===== src/rtl/sisc_mem_arb_if.sv =====
// Bus bundle between the SISC requesters, the memory-port arbiter and the memory model.
// The slave modport is the arbiter's view; the master modport is the requester/memory side.
interface sisc_mem_arb_if #(
  parameter int AW = 16,
  parameter int DW = 32
) ();
  logic          if_req;
  logic [AW-1:0] if_addr;
  logic          if_ack;
  logic [DW-1:0] if_rdata;

  logic          dm_req;
  logic          dm_we;
  logic [AW-1:0] dm_addr;
  logic [DW-1:0] dm_wdata;
  logic          dm_ack;
  logic [DW-1:0] dm_rdata;

  logic          mem_en;
  logic          mem_we;
  logic [AW-1:0] mem_addr;
  logic [DW-1:0] mem_wdata;
  logic [DW-1:0] mem_rdata;

  logic          busy;

  modport slave (
    input  if_req, if_addr, dm_req, dm_we, dm_addr, dm_wdata, mem_rdata,
    output if_ack, if_rdata, dm_ack, dm_rdata, mem_en, mem_we, mem_addr, mem_wdata, busy
  );

  modport master (
    output if_req, if_addr, dm_req, dm_we, dm_addr, dm_wdata, mem_rdata,
    input  if_ack, if_rdata, dm_ack, dm_rdata, mem_en, mem_we, mem_addr, mem_wdata, busy
  );
endinterface


===== src/rtl/sisc_mem_arb.sv =====
// Fetch/data arbiter in front of one single-ported fixed-latency memory; all outputs registered.
// Define SISC_ARB_RR_EN for round-robin tie-breaking; otherwise data always beats fetch.
module sisc_mem_arb #(
  parameter int AW      = 16,
  parameter int DW      = 32,
  parameter int MEM_LAT = 2
) (
  input  logic          clk,
  input  logic          rst_f,
  sisc_mem_arb_if.slave bus
);

  localparam int CW = 4;

  typedef enum logic [1:0] {
    S_IDLE,
    S_ACCESS,
    S_WAIT,
    S_RESP
  } state_e;

  typedef enum logic {
    REQ_IF = 1'b0,
    REQ_DM = 1'b1
  } req_e;

  state_e        state_q,     state_d;
  req_e          win_q,       win_d;
  logic          we_q,        we_d;
  logic [AW-1:0] addr_q,      addr_d;
  logic [DW-1:0] wdata_q,     wdata_d;
  logic [CW-1:0] cnt_q,       cnt_d;
  logic          mem_en_q,    mem_en_d;
  logic          mem_we_q,    mem_we_d;
  logic          if_ack_q,    if_ack_d;
  logic          dm_ack_q,    dm_ack_d;
  logic [DW-1:0] if_rdata_q,  if_rdata_d;
  logic [DW-1:0] dm_rdata_q,  dm_rdata_d;
  logic          busy_q,      busy_d;
  logic          pick_dm;

`ifdef SISC_ARB_RR_EN
  req_e          last_q,      last_d;
`endif

  always_comb begin
    // NOTE: every variable written here gets a default first, so no path leaves one unassigned and infers a latch.
    state_d    = state_q;
    win_d      = win_q;
    we_d       = we_q;
    addr_d     = addr_q;
    wdata_d    = wdata_q;
    cnt_d      = cnt_q;
    if_rdata_d = if_rdata_q;
    dm_rdata_d = dm_rdata_q;

`ifdef SISC_ARB_RR_EN
    last_d  = last_q;
    // On a tie the requester that did not win last time is granted.
    pick_dm = bus.dm_req && (!bus.if_req || (last_q == REQ_IF));
`else
    pick_dm = bus.dm_req;
`endif

    case (state_q)
      S_IDLE: begin
        if (bus.if_req || bus.dm_req) begin
          win_d   = pick_dm ? REQ_DM : REQ_IF;
          addr_d  = pick_dm ? bus.dm_addr : bus.if_addr;
          we_d    = pick_dm && bus.dm_we;
          wdata_d = pick_dm ? bus.dm_wdata : '0;
          state_d = S_ACCESS;
`ifdef SISC_ARB_RR_EN
          last_d  = pick_dm ? REQ_DM : REQ_IF;
`endif
        end
      end
      S_ACCESS: begin
        if (we_q) begin
          state_d = S_RESP;
        end else begin
          state_d = S_WAIT;
          cnt_d   = CW'(MEM_LAT - 1);
        end
      end
      S_WAIT: begin
        if (cnt_q == '0) begin
          if (win_q == REQ_DM) dm_rdata_d = bus.mem_rdata;
          else                 if_rdata_d = bus.mem_rdata;
          state_d = S_RESP;
        end else begin
          cnt_d = cnt_q - CW'(1);
        end
      end
      S_RESP:  state_d = S_IDLE;
      default: state_d = S_IDLE;
    endcase

    // Outputs are decoded from the next state so they appear registered in the state they belong to.
    mem_en_d = (state_d == S_ACCESS);
    mem_we_d = (state_d == S_ACCESS) && we_d;
    if_ack_d = (state_d == S_RESP) && (win_d == REQ_IF);
    dm_ack_d = (state_d == S_RESP) && (win_d == REQ_DM);
    busy_d   = (state_d != S_IDLE);
  end

  always_ff @(posedge clk) begin
    // NOTE: non-blocking assignments so every flop samples pre-edge values regardless of statement order.
    if (rst_f) begin
      state_q    <= S_IDLE;
      win_q      <= REQ_IF;
      we_q       <= 1'b0;
      addr_q     <= '0;
      wdata_q    <= '0;
      cnt_q      <= '0;
      mem_en_q   <= 1'b0;
      mem_we_q   <= 1'b0;
      if_ack_q   <= 1'b0;
      dm_ack_q   <= 1'b0;
      if_rdata_q <= '0;
      dm_rdata_q <= '0;
      busy_q     <= 1'b0;
`ifdef SISC_ARB_RR_EN
      last_q     <= REQ_IF;
`endif
    end else begin
      state_q    <= state_d;
      win_q      <= win_d;
      we_q       <= we_d;
      addr_q     <= addr_d;
      wdata_q    <= wdata_d;
      cnt_q      <= cnt_d;
      mem_en_q   <= mem_en_d;
      mem_we_q   <= mem_we_d;
      if_ack_q   <= if_ack_d;
      dm_ack_q   <= dm_ack_d;
      if_rdata_q <= if_rdata_d;
      dm_rdata_q <= dm_rdata_d;
      busy_q     <= busy_d;
`ifdef SISC_ARB_RR_EN
      last_q     <= last_d;
`endif
    end
  end

  // Address and write data come straight from the request latches.
  assign bus.mem_en    = mem_en_q;
  assign bus.mem_we    = mem_we_q;
  assign bus.mem_addr  = addr_q;
  assign bus.mem_wdata = wdata_q;
  assign bus.if_ack    = if_ack_q;
  assign bus.dm_ack    = dm_ack_q;
  assign bus.if_rdata  = if_rdata_q;
  assign bus.dm_rdata  = dm_rdata_q;
  assign bus.busy      = busy_q;

endmodule


===== src/flat_wrapper.sv =====
// flat-port wrapper written by rule: the top's interface ports become plain ports
module sisc_mem_arb_flat 
#(
  parameter int AW      = 16,
  parameter int DW      = 32,
  parameter int MEM_LAT = 2
)
  (clk, rst_f, bus_if_req, bus_if_addr, bus_dm_req, bus_dm_we, bus_dm_addr, bus_dm_wdata, bus_mem_rdata, bus_if_ack, bus_if_rdata, bus_dm_ack, bus_dm_rdata, bus_mem_en, bus_mem_we, bus_mem_addr, bus_mem_wdata, bus_busy);
  sisc_mem_arb_if #(.AW(AW), .DW(DW)) bus_i ();
  input  logic clk;
  input  logic rst_f;
  input wire logic [$bits(bus_i.if_req)-1:0] bus_if_req;
  input wire logic [$bits(bus_i.if_addr)-1:0] bus_if_addr;
  input wire logic [$bits(bus_i.dm_req)-1:0] bus_dm_req;
  input wire logic [$bits(bus_i.dm_we)-1:0] bus_dm_we;
  input wire logic [$bits(bus_i.dm_addr)-1:0] bus_dm_addr;
  input wire logic [$bits(bus_i.dm_wdata)-1:0] bus_dm_wdata;
  input wire logic [$bits(bus_i.mem_rdata)-1:0] bus_mem_rdata;
  output wire logic [$bits(bus_i.if_ack)-1:0] bus_if_ack;
  output wire logic [$bits(bus_i.if_rdata)-1:0] bus_if_rdata;
  output wire logic [$bits(bus_i.dm_ack)-1:0] bus_dm_ack;
  output wire logic [$bits(bus_i.dm_rdata)-1:0] bus_dm_rdata;
  output wire logic [$bits(bus_i.mem_en)-1:0] bus_mem_en;
  output wire logic [$bits(bus_i.mem_we)-1:0] bus_mem_we;
  output wire logic [$bits(bus_i.mem_addr)-1:0] bus_mem_addr;
  output wire logic [$bits(bus_i.mem_wdata)-1:0] bus_mem_wdata;
  output wire logic [$bits(bus_i.busy)-1:0] bus_busy;
  assign bus_i.if_req = bus_if_req;
  assign bus_i.if_addr = bus_if_addr;
  assign bus_i.dm_req = bus_dm_req;
  assign bus_i.dm_we = bus_dm_we;
  assign bus_i.dm_addr = bus_dm_addr;
  assign bus_i.dm_wdata = bus_dm_wdata;
  assign bus_i.mem_rdata = bus_mem_rdata;
  assign bus_if_ack = bus_i.if_ack;
  assign bus_if_rdata = bus_i.if_rdata;
  assign bus_dm_ack = bus_i.dm_ack;
  assign bus_dm_rdata = bus_i.dm_rdata;
  assign bus_mem_en = bus_i.mem_en;
  assign bus_mem_we = bus_i.mem_we;
  assign bus_mem_addr = bus_i.mem_addr;
  assign bus_mem_wdata = bus_i.mem_wdata;
  assign bus_busy = bus_i.busy;
  sisc_mem_arb #(.AW(AW), .DW(DW), .MEM_LAT(MEM_LAT)) u_core (.clk(clk), .rst_f(rst_f), .bus(bus_i));
endmodule

===== config.mk =====
export PLATFORM = sky130hd
export DESIGN_NAME = sisc_mem_arb_flat
export DESIGN_NICKNAME = d
export VERILOG_FILES = /design/src/rtl/sisc_mem_arb_if.sv /design/src/rtl/sisc_mem_arb.sv /design/src/flat_wrapper.sv
export SDC_FILE = /design/constraint.sdc
export NUM_CORES = 1
export LEC_CHECK = 0
export ABC_AREA = 1
export ABC_CLOCK_PERIOD_IN_PS = 4100
export CAP_MARGIN = 40
export CELL_PAD_IN_SITES_DETAIL_PLACEMENT = 0
export CELL_PAD_IN_SITES_GLOBAL_PLACEMENT = 1
export CORE_MARGIN = 4
export CORE_UTILIZATION = 32
export CTS_BUF_LIST = sky130_fd_sc_hd__clkbuf_8
export DETAILED_ROUTE_END_ITERATION = 8
export GPL_ROUTABILITY_DRIVEN = 0
export PLACE_DENSITY_LB_ADDON = 0.1
export SYNTH_ARGS = -nofsm -noshare
export SYNTH_HDL_FRONTEND = slang
export SYNTH_SLANG_ARGS = --single-unit

===== constraint.sdc =====
create_clock -name clk -period 4.1 [get_ports clk]
set_input_delay 0.82 -clock clk [delete_from_list [all_inputs] [get_ports clk]]
set_output_delay 0.82 -clock clk [all_outputs]
set_load 0.02 [all_outputs]

==> summary.md <==
| Metric | Value |
|---|---|
| Fin Setup TNS | `0 ns` |
| WL per Instance | `14.1 µm` |
| Syn Nets | `686` |
| Hold Buf Count CTS | `0` |
| Share of the synthesized area in the top cell type | `52.7%` |
| Detailed-route vias per instance | `4.56` |
| Number of global-route vias before repair | `4571` |
| Syn avg cell area | `8.20 µm²` |
| # rows | `44` |
| PwrDens | `571 nW/µm²` |
| Worst setup SP type | `input port` |
| Most numerous cell in the Yosys netlist | `dfxtp_1` |
| Total GRT Usage | `16.8%` |
| CP required | `4.46 ns` |
| Hold path depth | `2` |
| HP Start | `u_core.bus.dm_rdata[16]$_SDFFE_PP0P_` |
| Synth area leader | `dfxtp_1` |
| Final setup vio count | `0` |
| Pwr Total | `4210 µW` |
| Pre-Repair DR Iteration Count | `4` |
| Die height | `130 µm` |
| RSZ-0062 raised after global routing | `false` |
| RR Startpoint | `u_core.state_q[0]$_SDFF_PP0_` |
| Final Max Tran Viols | `0` |
| CTS max path bufs | `2` |
| First-pass GRT wire length | `22300 µm` |
| RR Endpoint | `u_core.bus.if_rdata[26]$_SDFFE_PP0P_` |
| Initial DRC count | `202` |
| Post-route antenna net violation count | `0` |
| Remaining DRCs | `0` |
| Crit path DAT | `2.71 ns` |
| Top Usage Layer GRT | `met2` |
| Top post-synthesis cells by area | `dfxtp_1 (53%), a21oi_1 (12%), nand2_1 (9.3%)` |
| Clock Sinks | `125` |
| Post-CTS sizing | `0` |
| GRT overflow | `0` |
| Seq cells post-synth | `125` |
| CTS Buf Count | `17` |
| LEAKAGE | `0.00274 µW` |
| Fin nets | `890` |
| Met1 Track Usage GR | `19.3%` |
| Met2 usage | `28.1%` |
| Number of flops mapped to enable cells by yosys | `0` |
| Max Cap Violations | `0` |
| CP endpoint kind | `flop` |
| DPL Wire Length | `9870 µm` |
| H-tree Lvls | `4` |
| Vias post-DR | `4462` |
| Ys flop type | `dfxtp_1` |
| Worst VDD drop | `0.231 mV` |
| Synth top cells by count | `dfxtp_1 (125), nand2_1 (117), a21oi_1 (116)` |
| WS Path Type | `in2reg` |
| Reg2Reg Depth | `8` |
| Outcome | `finished clean` |
| Worst-Margin Slew | `0.669 ns` |
| Distinct cells, synth | `25` |
| Hold endpoint | `u_core.bus.dm_rdata[16]$_SDFFE_PP0P_` |
| GRT met3 Usage | `6.30%` |
| Post-synthesis async set-or-reset flop share | `0%` |
| Worst-path clk slew | `0.07 ns` |
| Synth Instances | `579` |
| Largest net degree at the start of global routing | `52` |
| Share of post-route cells with drive strength above 1 | `5.66%` |
| Slew Limit Headroom | `55.4%` |
| Total core area | `14500 µm²` |
| Sequential element share of the synthesized area | `52.7%` |
| Setup Skew | `0.00611 ns` |
| Worst reg-to-reg setup slack | `2.00 ns` |
| Synth Cell Area | `4750 µm²` |
| Post-detailed-routing wire length | `13800 µm` |
| Hold Path Class | `reg2reg` |
| CTS root buf | `clkbuf_8` |
| CTS tree | `done` |
| Initial antenna violation count | `0` |
| Die area | `16800 µm²` |
| # diodes | `0` |
| Number of setup buffers added after CTS | `0` |
| Chip Width | `130 µm` |
| Port Buffers | `217` |
| Crit path time final | `2.35 ns` |
| Peak Freq | `425 MHz` |
| Num ports | `218` |
| CP max FO | `35` |
| Initial core utilization | `32.7%` |
| Yosys Warn Count | `0` |
| Clock insertion delay at the later pin of the skew report | `0.43 ns` |
| Final period util | `57.3%` |
| Area Overhead vs Synth | `55.4%` |
| Final Hold Viols | `0` |
-- stage by stage --
step	util, %	hold WS (ns)	instance area [µm²]	worst slack (ns)	std cells
global placement	47.8	0.431	6950	1.04	946
floorplan	-	0.514	4750	2.36	579
global route	50.8	0.463	7380	1.54	979
CTS	50.8	0.447	7380	1.75	979
detailed placement	48.2	0.437	7000	1.27	948
finish	50.8	0.444	7380	1.75	979
-- kinds of logic after synthesis --
kind of cell             Yosys count  synth area share [%]
buffers and inverters             88                  8.67
adder cells (fa/ha/maj)            6                  1.58
multiplexers                      16                  3.37
flip-flops                       125                  52.7
AO/OA/AOI/OAI                    166                  17.5
AND/OR/NAND/NOR                  177                  16.0
XOR/XNOR                           1                 0.185
-- sequential cells by signal, summed over array words and instances, names as in the netlist --
signal and flops:
u_core.bus.busy 1, u_core.bus.dm_ack 1, u_core.bus.dm_rdata 32, u_core.bus.if_ack 1, u_core.bus.if_rdata 32, u_core.bus.mem_addr 16
u_core.bus.mem_en 1, u_core.bus.mem_wdata 32, u_core.bus.mem_we 1, u_core.cnt_q 4, u_core.state_q 2, u_core.we_q 1
u_core.win_q 1
-- worst max-delay path, cell delays in order --
cell and delay [ns]:
clkdlybuf4s50_1 0.46, buf_4 0.28, nor2_1 0.10, inv_2 0.09
nand2_4 0.22, inv_2 0.44, o21ai_0 0.14, a21oi_1 0.15
-- per-layer routing --
metal / up-vias / wire length, µm
li1: 2304 / -
met1: 2001 / 5660
met2: 137 / 6730
met3: 20 / 1100
met4: 0 / 277
met5: - / 0
-- report_power, final --
| group | internal [µW] | total, µW | switching, µW |
|---|---|---|---|
| logic | 678 | 1640 | 958 |
| clock network | 572 | 1030 | 456 |
| registers | 1440 | 1550 | 114 |
-- worst max-delay path by stage --
stage / from / to / slack (ns) / cells after the start
final: bus_dm_req / u_core.bus.mem_addr[6]$_SDFFE_PP0P_ / 1.75 / 8
after global routing: bus_dm_req / u_core.bus.mem_addr[8]$_SDFFE_PP0P_ / 1.54 / 8
after CTS: bus_dm_req / u_core.bus.mem_addr[6]$_SDFFE_PP0P_ / 1.75 / 8
after detailed placement: bus_dm_req / u_core.bus.mem_addr[8]$_SDFFE_PP0P_ / 1.27 / 8
after global placement: bus_dm_req / u_core.bus.if_ack$_SDFF_PP0_ / 1.04 / 7
after floorplan: bus_dm_req / u_core.bus.mem_addr[12]$_SDFFE_PP0P_ / 2.36 / 8
-- area by class of cell --
cell class              count  area, µm²
fillers                  1421       7160
inverters                  49        184
clock inverters            11        101
well taps                 184        230
clock buffers              20        275
multi-input cells         366       1830
repair buffers            224       2250
flip-flops and latches    125       2500
-- layout by cell type (no fill, tap or decap), types with 2 or more instances in the layout --
master,n
nand2_1,117
clkinv_2,6
inv_1,48
o21ai_1,10
nand2_4,2
nand3_1,37
clkbuf_8,20
inv_2,3
clkdlybuf4s50_1,216
buf_4,5
a21oi_1,116
nor2_1,13
bufinv_16,2
o21ai_0,40
nor2_2,2
ha_1,6
dfxtp_1,125
mux2i_1,16
nor3_1,3
(Power assumes the default switching activity.)
